### config.mk
export PLATFORM = sky130hd
export DESIGN_NAME = prio_encoder_q_flat
export DESIGN_NICKNAME = d
export VERILOG_FILES = /design/src/rtl/prio_encoder_q_if.sv /design/src/rtl/prio_encoder_q.sv /design/src/flat_wrapper.sv
export SDC_FILE = /design/constraint.sdc
export NUM_CORES = 1
export LEC_CHECK = 0
export ABC_AREA = 0
export CORE_MARGIN = 2
export CORE_UTILIZATION = 50
export DETAILED_ROUTE_END_ITERATION = 8
export DONT_BUFFER_PORTS = 1
export GPL_TIMING_DRIVEN = 0
export PLACE_DENSITY = 0.76
export SYNTH_ARGS = -nofsm -noshare
export SYNTH_HDL_FRONTEND = slang
export SYNTH_SLANG_ARGS = --single-unit
### constraint.sdc
create_clock -name clk -period 1.5 [get_ports clk]
set_input_delay 0.075 -clock clk [delete_from_list [all_inputs] [get_ports clk]]
set_output_delay 0.075 -clock clk [all_outputs]
set_load 0.01 [all_outputs]
### src/rtl/prio_encoder_q_if.sv
// prio_encoder_q_if: request/grant bundle for prio_encoder_q
// slave is the encoder side, master is the producer/consumer side
interface prio_encoder_q_if #(parameter int N = 8, localparam int IDX_W = $clog2(N));
   logic [N-1:0]     req_in;
   logic             req_valid;
   logic [IDX_W-1:0] out_idx;
   logic             out_valid;
   logic             out_ready;
   logic [N-1:0]     pending;
   logic             busy;
   logic             overflow;
   modport master(output req_in, req_valid, out_ready, input out_idx, out_valid, pending, busy, overflow);
   modport slave(input req_in, req_valid, out_ready, output out_idx, out_valid, pending, busy, overflow);
endinterface

### src/rtl/prio_encoder_q.sv
// prio_encoder_q: latches multi-hot requests as pending and serialises their indices over valid/ready
// PRIO_ENCODER_RR_EN selects round-robin instead of lowest-index priority
module prio_encoder_q #(parameter int N = 8, localparam int IDX_W = $clog2(N)) (
   input logic clk,
   input logic rst_n,
   prio_encoder_q_if.slave bus
);
   logic [N-1:0]     pend, set, clr;
   logic [IDX_W-1:0] sel, idx_q;
   logic             vld_q, ovf_q, load;
   assign set  = bus.req_valid ? bus.req_in : '0;
   assign load = (|pend) & (~vld_q | bus.out_ready);
   assign clr  = load ? N'(1) << sel : '0;
`ifdef PRIO_ENCODER_RR_EN
   logic [IDX_W-1:0] ptr, k;
   // descending scan so the smallest offset from ptr is written last
   always_comb begin
      sel = '0;
      k = '0;
      for (int j = N - 1; j >= 0; j--) begin
         k = IDX_W'((int'(ptr) + j) % N);
         if (pend[k]) sel = k;
      end
   end
   always_ff @(posedge clk or negedge rst_n)
      if (!rst_n) ptr <= '0;
      else if (load) ptr <= (sel == IDX_W'(N - 1)) ? '0 : sel + IDX_W'(1);
`else
   always_comb begin
      sel = '0;
      for (int i = N - 1; i >= 0; i--)
         if (pend[i]) sel = IDX_W'(i);
   end
`endif
   always_ff @(posedge clk or negedge rst_n)
      if (!rst_n) begin
         pend  <= '0;
         idx_q <= '0;
         vld_q <= 1'b0;
         ovf_q <= 1'b0;
      end else begin
         pend  <= (pend & ~clr) | set;
         ovf_q <= |(set & pend & ~clr);
         if (load) begin
            idx_q <= sel;
            vld_q <= 1'b1;
         end else if (bus.out_ready) vld_q <= 1'b0;
      end
   assign bus.out_idx   = idx_q;
   assign bus.out_valid = vld_q;
   assign bus.pending   = pend;
   assign bus.busy      = vld_q | (|pend);
   assign bus.overflow  = ovf_q;
endmodule
### src/flat_wrapper.sv
// flat-port wrapper written by rule: the top's interface ports become plain ports
module prio_encoder_q_flat 
#(parameter int N = 8, localparam int IDX_W = $clog2(N))
  (clk, rst_n, bus_req_in, bus_req_valid, bus_out_ready, bus_out_idx, bus_out_valid, bus_pending, bus_busy, bus_overflow);
  prio_encoder_q_if #(.N(N)) bus_i ();
  input logic clk;
  input logic rst_n;
  input wire logic [$bits(bus_i.req_in)-1:0] bus_req_in;
  input wire logic [$bits(bus_i.req_valid)-1:0] bus_req_valid;
  input wire logic [$bits(bus_i.out_ready)-1:0] bus_out_ready;
  output wire logic [$bits(bus_i.out_idx)-1:0] bus_out_idx;
  output wire logic [$bits(bus_i.out_valid)-1:0] bus_out_valid;
  output wire logic [$bits(bus_i.pending)-1:0] bus_pending;
  output wire logic [$bits(bus_i.busy)-1:0] bus_busy;
  output wire logic [$bits(bus_i.overflow)-1:0] bus_overflow;
  assign bus_i.req_in = bus_req_in;
  assign bus_i.req_valid = bus_req_valid;
  assign bus_i.out_ready = bus_out_ready;
  assign bus_out_idx = bus_i.out_idx;
  assign bus_out_valid = bus_i.out_valid;
  assign bus_pending = bus_i.pending;
  assign bus_busy = bus_i.busy;
  assign bus_overflow = bus_i.overflow;
  prio_encoder_q #(.N(N)) u_core (.clk(clk), .rst_n(rst_n), .bus(bus_i));
endmodule
-- Word-level counts from Yosys, hierarchy flattened
Index checks and enable logic that the tools add are counted.
- reductions and logical operators: 3
- muxes and demuxes: 12
- bitwise logic cells: 9
- shifts and indexed selects: 1
- operators with widths (kind ; count):
    $and A8 B8 Y8 ; 3
    $mux W3 ; 8
    $mux W8 ; 2
    $reduce_or A8 Y1 ; 2
    $not A8 Y8 ; 1
    $or A8 B8 Y8 ; 1
    $shl A1 B3 Y8 const A ; 1
    $mux W1 ; 2
    $or A1 B1 Y1 ; 2
    $reduce_bool A2 Y1 ; 1
    $and A1 B1 Y1 ; 1
    $not A1 Y1 ; 1
- output and inout port bits: 14
- register bits after elaboration: 13

-- Longest topological paths before layout
- depth in word-level cells: 13
- mapped depth: 5
- mapped depth without buffers: 5

-- Worst setup path after synthesis
OpenSTA, ideal clock, no wires.
- path type: register -> register
- start: reg u_core.pend[1], in the netlist u_core.bus.pending[1]
- end: reg u_core.ovf_q, in the netlist u_core.bus.overflow
- buffers on the path: 0
- setup time: 0.129 ns
- stages on the path, launching flop included: 6
- path slack: 0.024 ns
- arrival: 1.347 ns
- path through: dfrtp_1 -> nor2_4 -> nand4_2 -> o21ai_2 -> o21ai_1 -> a2111o_1
- longest elaborated chain between the ends: 7
- RTL lines (element ; RTL line ; text):
    start, declared ; prio_encoder_q.sv:8 ; logic [N-1:0] pend, set, clr;
    start signal, assigned ; prio_encoder_q.sv:42 ; pend <= (pend & ~clr) | set;
    $mux W3 (2 in a row) ; prio_encoder_q.sv:32 ; if (pend[i]) sel = IDX_W'(i);
    $shl A1 B3 Y8 ; prio_encoder_q.sv:13 ; assign clr = load ? N'(1) << sel : '0;
    $mux W8 ; prio_encoder_q.sv:13 ;
    $not A8 Y8 ; prio_encoder_q.sv:43 ; ovf_q <= |(set & pend & ~clr);
    $and A8 B8 Y8 * ; prio_encoder_q.sv:43 ;
    $reduce_or A8 Y1 * ; prio_encoder_q.sv:43 ;
    end signal, assigned ; prio_encoder_q.sv:43 ;
    end, declared ; prio_encoder_q.sv:10 ; logic vld_q, ovf_q, load;
Mark *: on every way between the ends. The rest lies on a longest branch, timed or not.
A chain may end at the register's enable or synchronous reset.

-- Worst setup path after layout
- start: reg u_core.vld_q, in the netlist u_core.bus.out_valid
- end: reg u_core.ovf_q, in the netlist u_core.bus.overflow
- longest elaborated chain between the ends: 7
- RTL lines (element ; RTL line ; text):
    start, declared ; prio_encoder_q.sv:10 ;
    start signal, assigned ; prio_encoder_q.sv:39 ; vld_q <= 1'b0;
    start signal, assigned ; prio_encoder_q.sv:46 ; vld_q <= 1'b1;
    start signal, assigned ; prio_encoder_q.sv:47 ; end else if (bus.out_ready) vld_q <= 1'b0;
    $not A1 Y1 ; prio_encoder_q.sv:12 ; assign load = (|pend) & (~vld_q | bus.out_ready);
    $or A1 B1 Y1 ; prio_encoder_q.sv:12 ;
    $and A1 B1 Y1 ; prio_encoder_q.sv:12 ;
    $mux W8 ; prio_encoder_q.sv:13 ;
    $not A8 Y8 ; prio_encoder_q.sv:43 ;
    $and A8 B8 Y8 ; prio_encoder_q.sv:43 ;
    $reduce_or A8 Y1 ; prio_encoder_q.sv:43 ;
Every way passes these cells.

==> results.py <==
metrics = {
    "logic_synthesis": {
        "yosysTopAreaCellShare_pct": 47.6,
        "synth_top_cells_by_count": "nand2_1 (16), dfrtp_1 (13), o21ai_0 (6), nor2_1 (5)",
        "post_synth.cell_area_avg_um2": 9.23,
        "synth_compound_area_share_pct": 23.4,
        "synth_simple_gate_area_share_pct": 26.6,
        "synth_cell_type_count": 25,
        "synthAdderAreaFrac_pct": 0,
        "synth_nets": 86,
        "ys_ff_latch": 13,
        "synthMuxAreaShare_pct": 0,
        "synth_top_family_by_area": "simple AND/OR/NAND/NOR gates",
        "synth_area_um2": 683,
        "synthCells": 74,
        "synth.area.top_cells": "dfrtp_1 (48%), nand2_1 (8.8%), o21ai_0 (4.4%), a22o_1 (3.8%), nor2_4 (3.3%)",
        "synth_async_sr_flop_share_pct": 100,
        "synthFlopType": "dfrtp_1",
        "synth_xor_area_share_pct": 0,
        "synth_warnings": 0,
        "post-synth-top-count-cell": "nand2_1",
        "synth-edff-count": 0,
        "synth_top_area_cell": "dfrtp_1",
        "yosysSeqAreaShare_pct": 47.6,
    },
    "route": {
        "drc": 0,
        "routed_via_density": 6.15,
        "drt_iter0_drc": 28,
        "route.vias.total": 652,
        "wl_per_cell_um": 17.0,
        "finalWirelength_mm": 1.81,
        "firstDrtPassIters": 4,
        "ant_nets": 0,
    },
    "critical_path": {
        "r2r_slack_ns": -0.08,
        "slowest_delay_ns": 0.43,
        "cp_slowest_cell": "dfrtp_1",
        "cp_cell_sequence": "nor2b_1, nor2_1, nor2_1, o2bb2a_1, a2111o_1",
        "crit_buf_inv": 0,
        "cpLargestDelayFamily": "compound AO/OA/AOI/OAI gates",
        "crit_top_cell": "nor2_1",
        "cp.required_ns": 1.67,
        "path_max_fanout": 6,
        "worstPathArrival_ns": 1.75,
        "startpoint_type": "flop",
        "crit_type": "flop to flop",
        "crit_path_end_kind": "flop",
    },
    "pwr": {
        "vdd_drop_max_mv": 0.616,
        "netSwitchingPower_mw": 0.251,
        "powerDensity_nw_per_um2": 900,
        "intPower_mw": 0.552,
        "sw_frac_of_total_pct": 31.3,
        "leakagePower_nw": 0.345,
        "p_comb_share_pct": 16.7,
        "pwr-share-clk_pct": 28.2,
        "seqPwrFrac_pct": 55.1,
    },
    "timing": {
        "setup_ws_ns": -0.0838,
        "timing.final.crit_share_pct": 106,
        "slew_headroom_pct": 60.7,
        "rsz0062_at_grt": "true",
        "finalCriticalPeriod_ns": 1.58,
        "drv_slew": 0,
        "setup_viol": 2,
        "finClkSkew_ns": 0.00451,
        "hold_viol": 0,
        "max_slew.worst_pin.slew_ns": 0.588,
        "fmax_ghz": 0.631,
    },
    "floorplanning": {
        "start_util_pct": 53.2,
        "die_h_um": 41.0,
        "top_level_ports": 26,
        "row_count": 13,
        "core-area_um2": 1280,
        "dieArea_um2": 1680,
        "die-width_um": 41.0,
    },
    "clocking": {
        "clockRootBuffer": "clkbuf_4",
        "cts_buffer_depth": 2,
        "clock-sinks": 13,
        "cts_tree": "yes",
        "insertion_delay_ns": 0.29,
        "h-tree-depth": 1,
        "numCtsBuffers": 3,
        "cts.clk_slew.worst_paths_ns": 0.08,
    },
    "global_routing": {
        "use_met1_pct": 26.5,
        "track_usage_pct": 24.7,
        "grt_busiest_layer": "met2",
        "grt_max_degree": 14,
        "grt_pass1_wl_mm": 2.55,
        "grtUsageMet3_pct": 10.3,
        "grt_pass1_vias": 571,
        "antenna_found_initial": 0,
        "overflow": 0,
        "use_met2_pct": 39.8,
    },
    "finish": {
        "stdcell_area_um2": 892,
        "final_nets": 104,
        "ff_latch_area_um2": 334,
        "area_delta_synth_final_pct": 30.6,
        "multi_input_area_um2": 374,
        "diodes": 0,
        "drive_above_1_share_pct": 29.7,
        "fin_cells": 106,
        "nFillCells": 106,
    },
    "flow_run": {
        "max_cap_viol_count": 0,
    },
    "placed_design": {
        "post_dp_cell_area_um2": 702,
        "dp.cells": 89,
        "dp_hpwl_mm": 1.06,
        "gp_congestion": 0.708,
        "place.port_buffers": 0,
    },
    "min_path": {
        "hp-class": "input port to flop",
    },
    "outcome": {
        "status": "finished, violations left",
        "violations": "negative setup slack",
    },
}
==> cell type report <==
type                            instances  share of cell area [%]
Buffer                                  1                   0.561
Clock buffer                            4                    2.95
Inverter                                3                    1.26
Multi-Input combinational cell         57                    41.9
Sequential cell                        13                    37.4
Tap cell                               15                    2.10
Timing Repair Buffer                   13                    13.7
==> path summary, 6_finish.rpt <==
kind,startpoint,to,depth (start not counted)
setup / recovery,u_core.bus.out_valid$_DFFE_PN0P_,u_core.bus.overflow$_DFF_PN0_,5
hold / removal,bus_out_ready,u_core.bus.out_idx[2]$_DFFE_PN0P_,2
setup reg to reg,u_core.bus.out_valid$_DFFE_PN0P_,u_core.bus.overflow$_DFF_PN0_,5
hold reg to reg,u_core.bus.out_idx[1]$_DFFE_PN0P_,u_core.bus.out_idx[1]$_DFFE_PN0P_,2
max in group asynchronous,rst_n,u_core.bus.pending[2]$_DFF_PN0_,1
min in group asynchronous,rst_n,u_core.bus.out_idx[2]$_DFFE_PN0P_,1
==> flip-flops by register name (all words and copies together) (netlist names) <==
signal and flops:
u_core.bus.out_idx 3, u_core.bus.out_valid 1, u_core.bus.overflow 1, u_core.bus.pending 8
==> metal layers <==
| metal | vias up | share of wire, % |
|---|---|---|
| met5 | - | 0 |
| li1 | 299 | - |
| met3 | 7 | 7.3 |
| met1 | 306 | 39 |
| met4 | 0 | 2.3 |
| met2 | 40 | 52 |
==> power by group through the flow <==
stage                     Clock (mW)  Combinational, mW  Sequential, mW
final                          0.226              0.134           0.443
after global routing           0.240              0.147           0.446
after CTS                      0.220              0.131           0.441
after detailed placement           0             0.0926           0.443
after global placement             0             0.0903           0.442
after floorplan                    0             0.0789           0.433
==> cells by family (layout without fill, tap and decap cells) <==
family | Yosys count | in the layout
and+or+nand+nor | 34 | 34
DFF | 13 | 13
AOI/OAI and AO/OA | 23 | 23
buffers and inverters | 4 | 21
==> stage by stage <==
stage | hold slack (ns) | util, % | setup WS [ns] | setup TNS [ns] | power (mW)
2_1_floorplan | -0.221 | - | 0.0243 | 0 | 0.512
3_3_place_gp | -0.220 | 54.6 | -0.0804 | -0.0804 | 0.532
3_5_place_dp | -0.220 | 54.6 | -0.112 | -0.112 | 0.535
4_1_cts | 0.0334 | 69.0 | -0.0563 | -0.0563 | 0.791
5_1_grt | 0.0651 | 69.4 | -0.151 | -0.304 | 0.833
6_report | 0.0523 | 69.4 | -0.0838 | -0.102 | 0.803
==> timing repair <==
| item | 4_1_cts | 5_1_grt |
|---|---|---|
| setup buffers | 3 | 0 |
| hold buffers | 10 | 0 |
| pin swaps | 7 | 4 |
| hold endpoints to repair | 21 | 0 |
| resized for setup | 14 | 2 |
| cloned | 0 | 0 |
| endpoints found under the setup margin | 2 | 4 |
==> worst reg2reg max path: stages, from the launching register on <==
cell	delay, ns
dfrtp_1	0.43
nor2b_1	0.22
nor2_1	0.11
nor2_1	0.05
o2bb2a_1	0.28
a2111o_1	0.38
==> layout by cell type, fill, tap and decap left out, types with 2 or more instances in the layout <==
cell type	n
a22o_1	3
nand2_2	2
o21ai_2	2
o31ai_1	2
nor2b_1	2
nor2_1	3
o21ai_1	2
dlygate4sd3_1	10
a21oi_1	3
nand3_1	3
nor2_4	3
inv_1	3
o21ai_0	5
nand2_1	14
dfrtp_1	6
clkbuf_4	3
dfrtp_2	7
buf_4	3
Power figures use the tool's default switching activity.
